--- src/rtl/spi_seq_pkg.sv ---
// rtl/spi_seq_pkg.sv - shared state type, byte type and defaults for the SPI transfer sequencer
package spi_seq_pkg;

  typedef enum logic [1:0] {
    IDLE   = 2'd0,
    LAUNCH = 2'd1,
    WAIT   = 2'd2
  } seq_state_e;

  typedef logic [7:0] byte_t;

  localparam int SPI_SEQ_DEF_DEPTH   = 8;
  localparam int SPI_SEQ_DEF_TIMEOUT = 1024;

endpackage

--- src/rtl/spi_seq_fifo.sv ---
// rtl/spi_seq_fifo.sv - show-ahead synchronous FIFO with occupancy level
// Pointers carry one extra MSB so full and empty are told apart without a counter.
module spi_seq_fifo #(
  parameter  int DEPTH = 8,
  parameter  int WIDTH = 8,
  localparam int AW    = $clog2(DEPTH),
  localparam int CW    = AW + 1
) (
  input  logic             clk,
  input  logic             rst,
  input  logic             i_push,
  input  logic [WIDTH-1:0] i_wr_data,
  input  logic             i_pop,
  output logic [WIDTH-1:0] o_rd_data,
  output logic             o_full,
  output logic             o_empty,
  output logic [CW-1:0]    o_level
);

  logic [WIDTH-1:0] r_mem [DEPTH];
  logic [AW:0]      r_wptr;
  logic [AW:0]      r_rptr;
  logic             w_push;
  logic             w_pop;

  assign o_empty = (r_wptr == r_rptr);
  assign o_full  = (r_wptr[AW] != r_rptr[AW]) && (r_wptr[AW-1:0] == r_rptr[AW-1:0]);
  assign w_push  = i_push && !o_full;
  assign w_pop   = i_pop && !o_empty;

  always_ff @(posedge clk or posedge rst) begin
    if (rst) begin
      r_wptr <= '0;
      r_rptr <= '0;
    end else begin
      if (w_push) r_wptr <= r_wptr + 1'b1;
      if (w_pop)  r_rptr <= r_rptr + 1'b1;
    end
  end

  // Storage is not reset; only the pointers define what is valid.
  always_ff @(posedge clk) begin
    if (w_push) r_mem[r_wptr[AW-1:0]] <= i_wr_data;
  end

  assign o_rd_data = r_mem[r_rptr[AW-1:0]];
  assign o_level   = r_wptr - r_rptr;

endmodule

--- src/rtl/spi_xfer_sequencer.sv ---
// rtl/spi_xfer_sequencer.sv - byte-stream front end that launches one SPI master transfer per TX byte
// Optional SPI_SEQ_XFER_CNT_EN adds the xfer_count completed-transfer counter output.
module spi_xfer_sequencer
  import spi_seq_pkg::*;
#(
  parameter  int DEPTH   = SPI_SEQ_DEF_DEPTH,
  parameter  int TIMEOUT = SPI_SEQ_DEF_TIMEOUT,
  localparam int CW      = $clog2(DEPTH) + 1
) (
  input  logic          clk,
  input  logic          rst,
  input  logic          enable,
  input  logic [7:0]    tx_data,
  input  logic          tx_valid,
  output logic          tx_ready,
  output logic [7:0]    rx_data,
  output logic          rx_valid,
  input  logic          rx_ready,
  output logic [CW-1:0] tx_level,
  output logic [CW-1:0] rx_level,
  output logic          busy,
`ifdef SPI_SEQ_XFER_CNT_EN
  output logic [15:0]   xfer_count,
`endif
  output logic          timeout_err,
  input  logic          err_clr,
  output logic          spi_start,
  output logic [7:0]    spi_data_in,
  input  logic [7:0]    spi_data_out,
  input  logic          spi_done
);

  localparam int              WW        = (TIMEOUT > 1) ? $clog2(TIMEOUT) : 1;
  localparam logic [WW-1:0]   WDOG_LAST = WW'((TIMEOUT > 0) ? TIMEOUT - 1 : 0);

  seq_state_e    r_state;
  logic          r_spi_start;
  byte_t         r_spi_data_in;
  logic          r_timeout_err;
  logic [WW-1:0] r_wdog;

  byte_t         w_tx_head;
  logic          w_tx_full;
  logic          w_tx_empty;
  logic          w_rx_full;
  logic          w_rx_empty;
  logic          w_tx_pop;
  logic          w_rx_push;
  logic          w_can_launch;
  logic          w_timeout;

  spi_seq_fifo #(.DEPTH(DEPTH), .WIDTH(8)) u_tx_fifo (
    .clk       (clk),
    .rst       (rst),
    .i_push    (tx_valid),
    .i_wr_data (tx_data),
    .i_pop     (w_tx_pop),
    .o_rd_data (w_tx_head),
    .o_full    (w_tx_full),
    .o_empty   (w_tx_empty),
    .o_level   (tx_level)
  );

  spi_seq_fifo #(.DEPTH(DEPTH), .WIDTH(8)) u_rx_fifo (
    .clk       (clk),
    .rst       (rst),
    .i_push    (w_rx_push),
    .i_wr_data (spi_data_out),
    .i_pop     (rx_ready),
    .o_rd_data (rx_data),
    .o_full    (w_rx_full),
    .o_empty   (w_rx_empty),
    .o_level   (rx_level)
  );

  // A launch is only allowed with a free RX slot, so a returning byte can never be dropped.
  assign w_can_launch = enable && !w_tx_empty && !w_rx_full;
  assign w_tx_pop     = (r_state == LAUNCH);
  assign w_rx_push    = (r_state == WAIT) && spi_done;
  assign w_timeout    = (TIMEOUT != 0) && (r_state == WAIT) && !spi_done && (r_wdog == WDOG_LAST);

  always_ff @(posedge clk or posedge rst) begin
    if (rst) begin
      r_state       <= IDLE;
      r_spi_start   <= 1'b0;
      r_spi_data_in <= 8'h00;
      r_timeout_err <= 1'b0;
      r_wdog        <= '0;
    end else begin
      r_spi_start <= 1'b0;
      if (w_timeout)    r_timeout_err <= 1'b1;
      else if (err_clr) r_timeout_err <= 1'b0;
      case (r_state)
        IDLE: begin
          if (w_can_launch) begin
            r_state       <= LAUNCH;
            r_spi_start   <= 1'b1;
            r_spi_data_in <= w_tx_head;
          end
        end
        LAUNCH: begin
          r_state <= WAIT;
          r_wdog  <= '0;
        end
        WAIT: begin
          if (spi_done || w_timeout) r_state <= IDLE;
          else                       r_wdog  <= r_wdog + 1'b1;
        end
        default: r_state <= IDLE;
      endcase
    end
  end

`ifdef SPI_SEQ_XFER_CNT_EN
  logic [15:0] r_xfer_count;

  always_ff @(posedge clk or posedge rst) begin
    if (rst)            r_xfer_count <= 16'd0;
    else if (w_rx_push) r_xfer_count <= r_xfer_count + 16'd1;
  end

  assign xfer_count = r_xfer_count;
`endif

  assign tx_ready    = !w_tx_full;
  assign rx_valid    = !w_rx_empty;
  assign busy        = (r_state != IDLE);
  assign timeout_err = r_timeout_err;
  assign spi_start   = r_spi_start;
  assign spi_data_in = r_spi_data_in;

endmodule

--- config.mk ---
export PLATFORM = sky130hd
export DESIGN_NAME = spi_xfer_sequencer
export DESIGN_NICKNAME = d
export VERILOG_FILES = /design/src/rtl/spi_seq_pkg.sv /design/src/rtl/spi_seq_fifo.sv /design/src/rtl/spi_xfer_sequencer.sv
export SDC_FILE = /design/constraint.sdc
export NUM_CORES = 1
export LEC_CHECK = 0
export ABC_AREA = 0
export CAP_MARGIN = 0
export CORE_ASPECT_RATIO = 1.2
export CORE_MARGIN = 2
export CORE_UTILIZATION = 55
export DETAILED_ROUTE_END_ITERATION = 8
export GPL_TIMING_DRIVEN = 0
export PLACE_DENSITY_LB_ADDON = 0.12
export SETUP_SLACK_MARGIN = 0.15
export SLEW_MARGIN = 20
export SYNTH_ARGS = -nofsm -noshare
export SYNTH_HDL_FRONTEND = slang
export SYNTH_SLANG_ARGS = --single-unit
--- constraint.sdc ---
create_clock -name clk -period 8.3 [get_ports clk]
set_clock_uncertainty 0.15 [all_clocks]
set_input_delay 1.245 -clock clk [delete_from_list [all_inputs] [get_ports clk]]
set_output_delay 1.245 -clock clk [all_outputs]
set_load 0.005 [all_outputs]
==> results.tsv <==
stage	metric	value	unit
route	wl_per_cell	18.67	um
floorplan	fp.dieW	106.8	um
route	ant_nets	0	
power	combPwrFrac	36.0	%
place	hpwl	8511	um
sta	worst_pin_slew	0.9376	ns
setup_path	r2r_slack	4.64	ns
power	switchingPower	931.5	uW
setup_path	timing.rr.end	u_rx_fifo.r_mem[2][4]$_DFFE_PP_	
grt	grt_max_degree	34	
logic_synthesis	synth_fp_nets	460	
place	dpl_cell_area	0.007725	mm2
grt	grt_pass1_vias	3911	
clock_network	cts.sink_count	166	
clock_network	h-tree-depth	4	
run	drv_cap	0	
grt	antenna_found_initial	0	
sta	fin_crit	4.684	ns
outcome	outcome	complete, no violations	
clock_network	cts_resized	0	
floorplan	core	0.01250	mm2
floorplan	die_area	0.01359	mm2
min_path	hold_class	reg2reg	
clock_network	clockRootBuffer	clkbuf_16	
route	drt_iter0_markers	211	
sta	finalHoldViolations	0	
clock_network	cts_buffers	17	
grt	track_usage	20.57	%
power	max-vdd-ir-drop	0.2470	mV
sta	finalCritPeriodShare	56.43	%
setup_path	arrival	3.29	ns
floorplan	die_height	127.3	um
logic_synthesis	syn_inst	424	
sta	rsz0062_at_grt	no	
layout	layout_commonest_cell	edfxtp_1	
sta	fmax	0.2135	GHz
setup_path	worstSetupStartpoint	u_rx_fifo.r_rptr[1]$_DFFE_PP0P_	
floorplan	num_rows	45	
route	drc	0	
setup_path	cp-endpoint	rx_level[3]	
logic_synthesis	avgSynthCellArea	16.44	um2
logic_synthesis	async_reset_ff_share	22.89	%
power	seqPwrFrac	37.8	%
sta	finalSetupViolations	0	
sta	whs	0.3546	ns
power	pwr-share-clk	26.2	%
sta	slew_headroom	37.15	%
grt	grt_overflow	0	
place	portBuffers	51	
route	vias	3757	
setup_path	required	6.90	ns
setup_path	r2r_start	u_rx_fifo.r_rptr[1]$_DFFE_PP0P_	
clock_network	clk_latency	0.42	ns
setup_path	r2r_cells	8	
clock_network	cts_tree	done	
logic_synthesis	synth_edf_count	128	
layout	final_nets	531	
setup_path	start_kind	register	
route	drt_wl_total	12540	um
logic_synthesis	synth_ff_type	edfxtp_1	
setup_path	endpoint_kind	primary output	
logic_synthesis	ys_warn_count	0	
clock_network	cts.path.max_buffers	2	
place	gp_congestion	0.7808	
power	internal-power	2.041	mW
clock_network	path_clk_slew	0.07	ns
clock_network	holdBufCountCts	0	
layout	syn_to_final_growth	19.30	%
layout	antenna_cells	0	
clock_network	cts_setup_buffers	0	
layout	stdcell_area	0.008314	mm2
route	viasPerCell	5.591	
logic_synthesis	syn_area	0.006969	mm2
floorplan	initial_core_util	55.76	%
logic_synthesis	synth_seq_cells	166	
grt	grt_pass1_wl	20690	um
layout	drive_gt1_share	15.16	%
power	powerDensity	357.5	mW/mm2
logic_synthesis	seq_area_frac_synth	68.80	%
power	p_sw_share	31.34	%
setup_path	critical_path_class	reg2out	
setup_path	path_max_fanout	10	
logic_synthesis	synth.distinct_cells	45	
layout	final_cell_mix	edfxtp_1, nand2_1, clkdlybuf4s50_1, dfrtp_1	
floorplan	io_pins	52	
sta	drv_slew	0	
sta	setup-tns-final	0	ns
route	dr.pass1.iters	4	
power	p_leak	3.117	nW
[sequential cells by signal (all words and copies together) (netlist names)]
name	count
spi_data_in	8
u_rx_fifo.r_mem	64
u_tx_fifo.r_rptr	4
u_tx_fifo.r_mem	64
timeout_err	1
spi_start	1
r_state	2
r_wdog	10
u_tx_fifo.r_wptr	4
u_rx_fifo.r_rptr	4
u_rx_fifo.r_wptr	4
[critical path, cell delays in order, from the launching register on]
cell and delay, ns:
dfrtp_1 0.40, clkbuf_1 0.50, clkbuf_1 0.51, inv_1 0.09, ha_1 0.35, a21o_1 0.18, a21oi_1 0.18, xnor2_1 0.14
clkdlybuf4s50_1 0.52
[layer usage]
layer  vias up  track usage [%]  routed length, um  share of wire, %
met3        18            5.204                517               4.1
met4         0            6.952                196               1.6
li1       1750                -                  -                 -
met5         -                0                  0                 0
met2       103            34.81               6643                53
met1      1886            26.14               5186                41
[through the flow]
stage	instances	power (mW)	worst slack (ns)	utilization, %
after floorplan	424	1.778	4.999	-
after global placement	639	2.194	4.024	61.48
after detailed placement	640	2.227	4.023	61.80
after CTS	672	3.007	3.544	66.52
after global routing	672	3.152	3.364	66.52
final	672	2.973	3.616	66.52
[synth_stat cells (all sizes together) (2+ instances only)]
master / count / area [um2]
edfxtp: 128 / 3844
nand2: 71 / 266.5
dfrtp: 38 / 950.9
mux4: 32 / 780.8
inv: 18 / 67.56
nor2: 17 / 63.81
xnor2: 13 / 121.4
ha: 11 / 137.6
mux2: 10 / 112.6
nor3: 8 / 62.56
buf: 6 / 45.04
nand2b: 6 / 37.54
nand3: 6 / 30.03
mux2i: 5 / 50.05
nand4: 5 / 31.28
o21ai: 5 / 25.02
a21oi: 4 / 20.02
and3: 4 / 25.02
clkbuf: 4 / 25.02
xor2: 4 / 35.03
a21o: 3 / 22.52
o211ai: 3 / 22.52
o21a: 3 / 22.52
clkinv: 2 / 7.510
fa: 2 / 40.04
o22ai: 2 / 12.51
or2: 2 / 12.51
or3b: 2 / 20.02
[power groups by stage]
stage	Sequential, mW	Clock, mW	Combinational (mW)
6_report	1.12	0.779	1.07
5_1_grt	1.14	0.821	1.19
4_1_cts	1.12	0.789	1.09
3_5_place_dp	1.14	0	1.09
3_3_place_gp	1.13	0	1.07
2_1_floorplan	1.11	0	0.664
[layout make-up]
cell class / count / area (um2)
clock buffer: 18 / 429.2
clock inverter: 14 / 160.2
inverter: 20 / 75.07
fill: 910 / 4185
timing repair buffer: 52 / 530.5
tap: 164 / 205.2
multi-input combinational: 228 / 2049
sequential: 166 / 4795
buffer: 10 / 70.07
[how the worst min path moves through the flow]
| stage | start | to | slack [ns] | cells past startpoint |
|---|---|---|---|---|
| floorplan | r_wdog[9]$_DFFE_PP0P_ | r_wdog[9]$_DFFE_PP0P_ | 0.32 | 1 |
| global placement | spi_data_in[4]$_DFFE_PP0P_ | spi_data_in[4]$_DFFE_PP0P_ | 0.34 | 1 |
| detailed placement | spi_data_in[4]$_DFFE_PP0P_ | spi_data_in[4]$_DFFE_PP0P_ | 0.35 | 1 |
| CTS | spi_data_in[4]$_DFFE_PP0P_ | spi_data_in[4]$_DFFE_PP0P_ | 0.36 | 1 |
| global route | spi_data_in[0]$_DFFE_PP0P_ | spi_data_in[0]$_DFFE_PP0P_ | 0.37 | 1 |
| finish | spi_data_in[4]$_DFFE_PP0P_ | spi_data_in[4]$_DFFE_PP0P_ | 0.35 | 1 |
[cell families after synthesis]
kind of cell,count (synthesis),synth area share (%)
XOR/XNOR,17,2.244
multiplexers,47,13.54
AND/OR/NAND/NOR,126,8.402
adder cells (fa/ha/maj),13,2.549
flip-flops,166,68.80
buffers and inverters,30,2.082
AO/OA/AOI/OAI,25,2.388
Power figures use the tool's default switching activity.
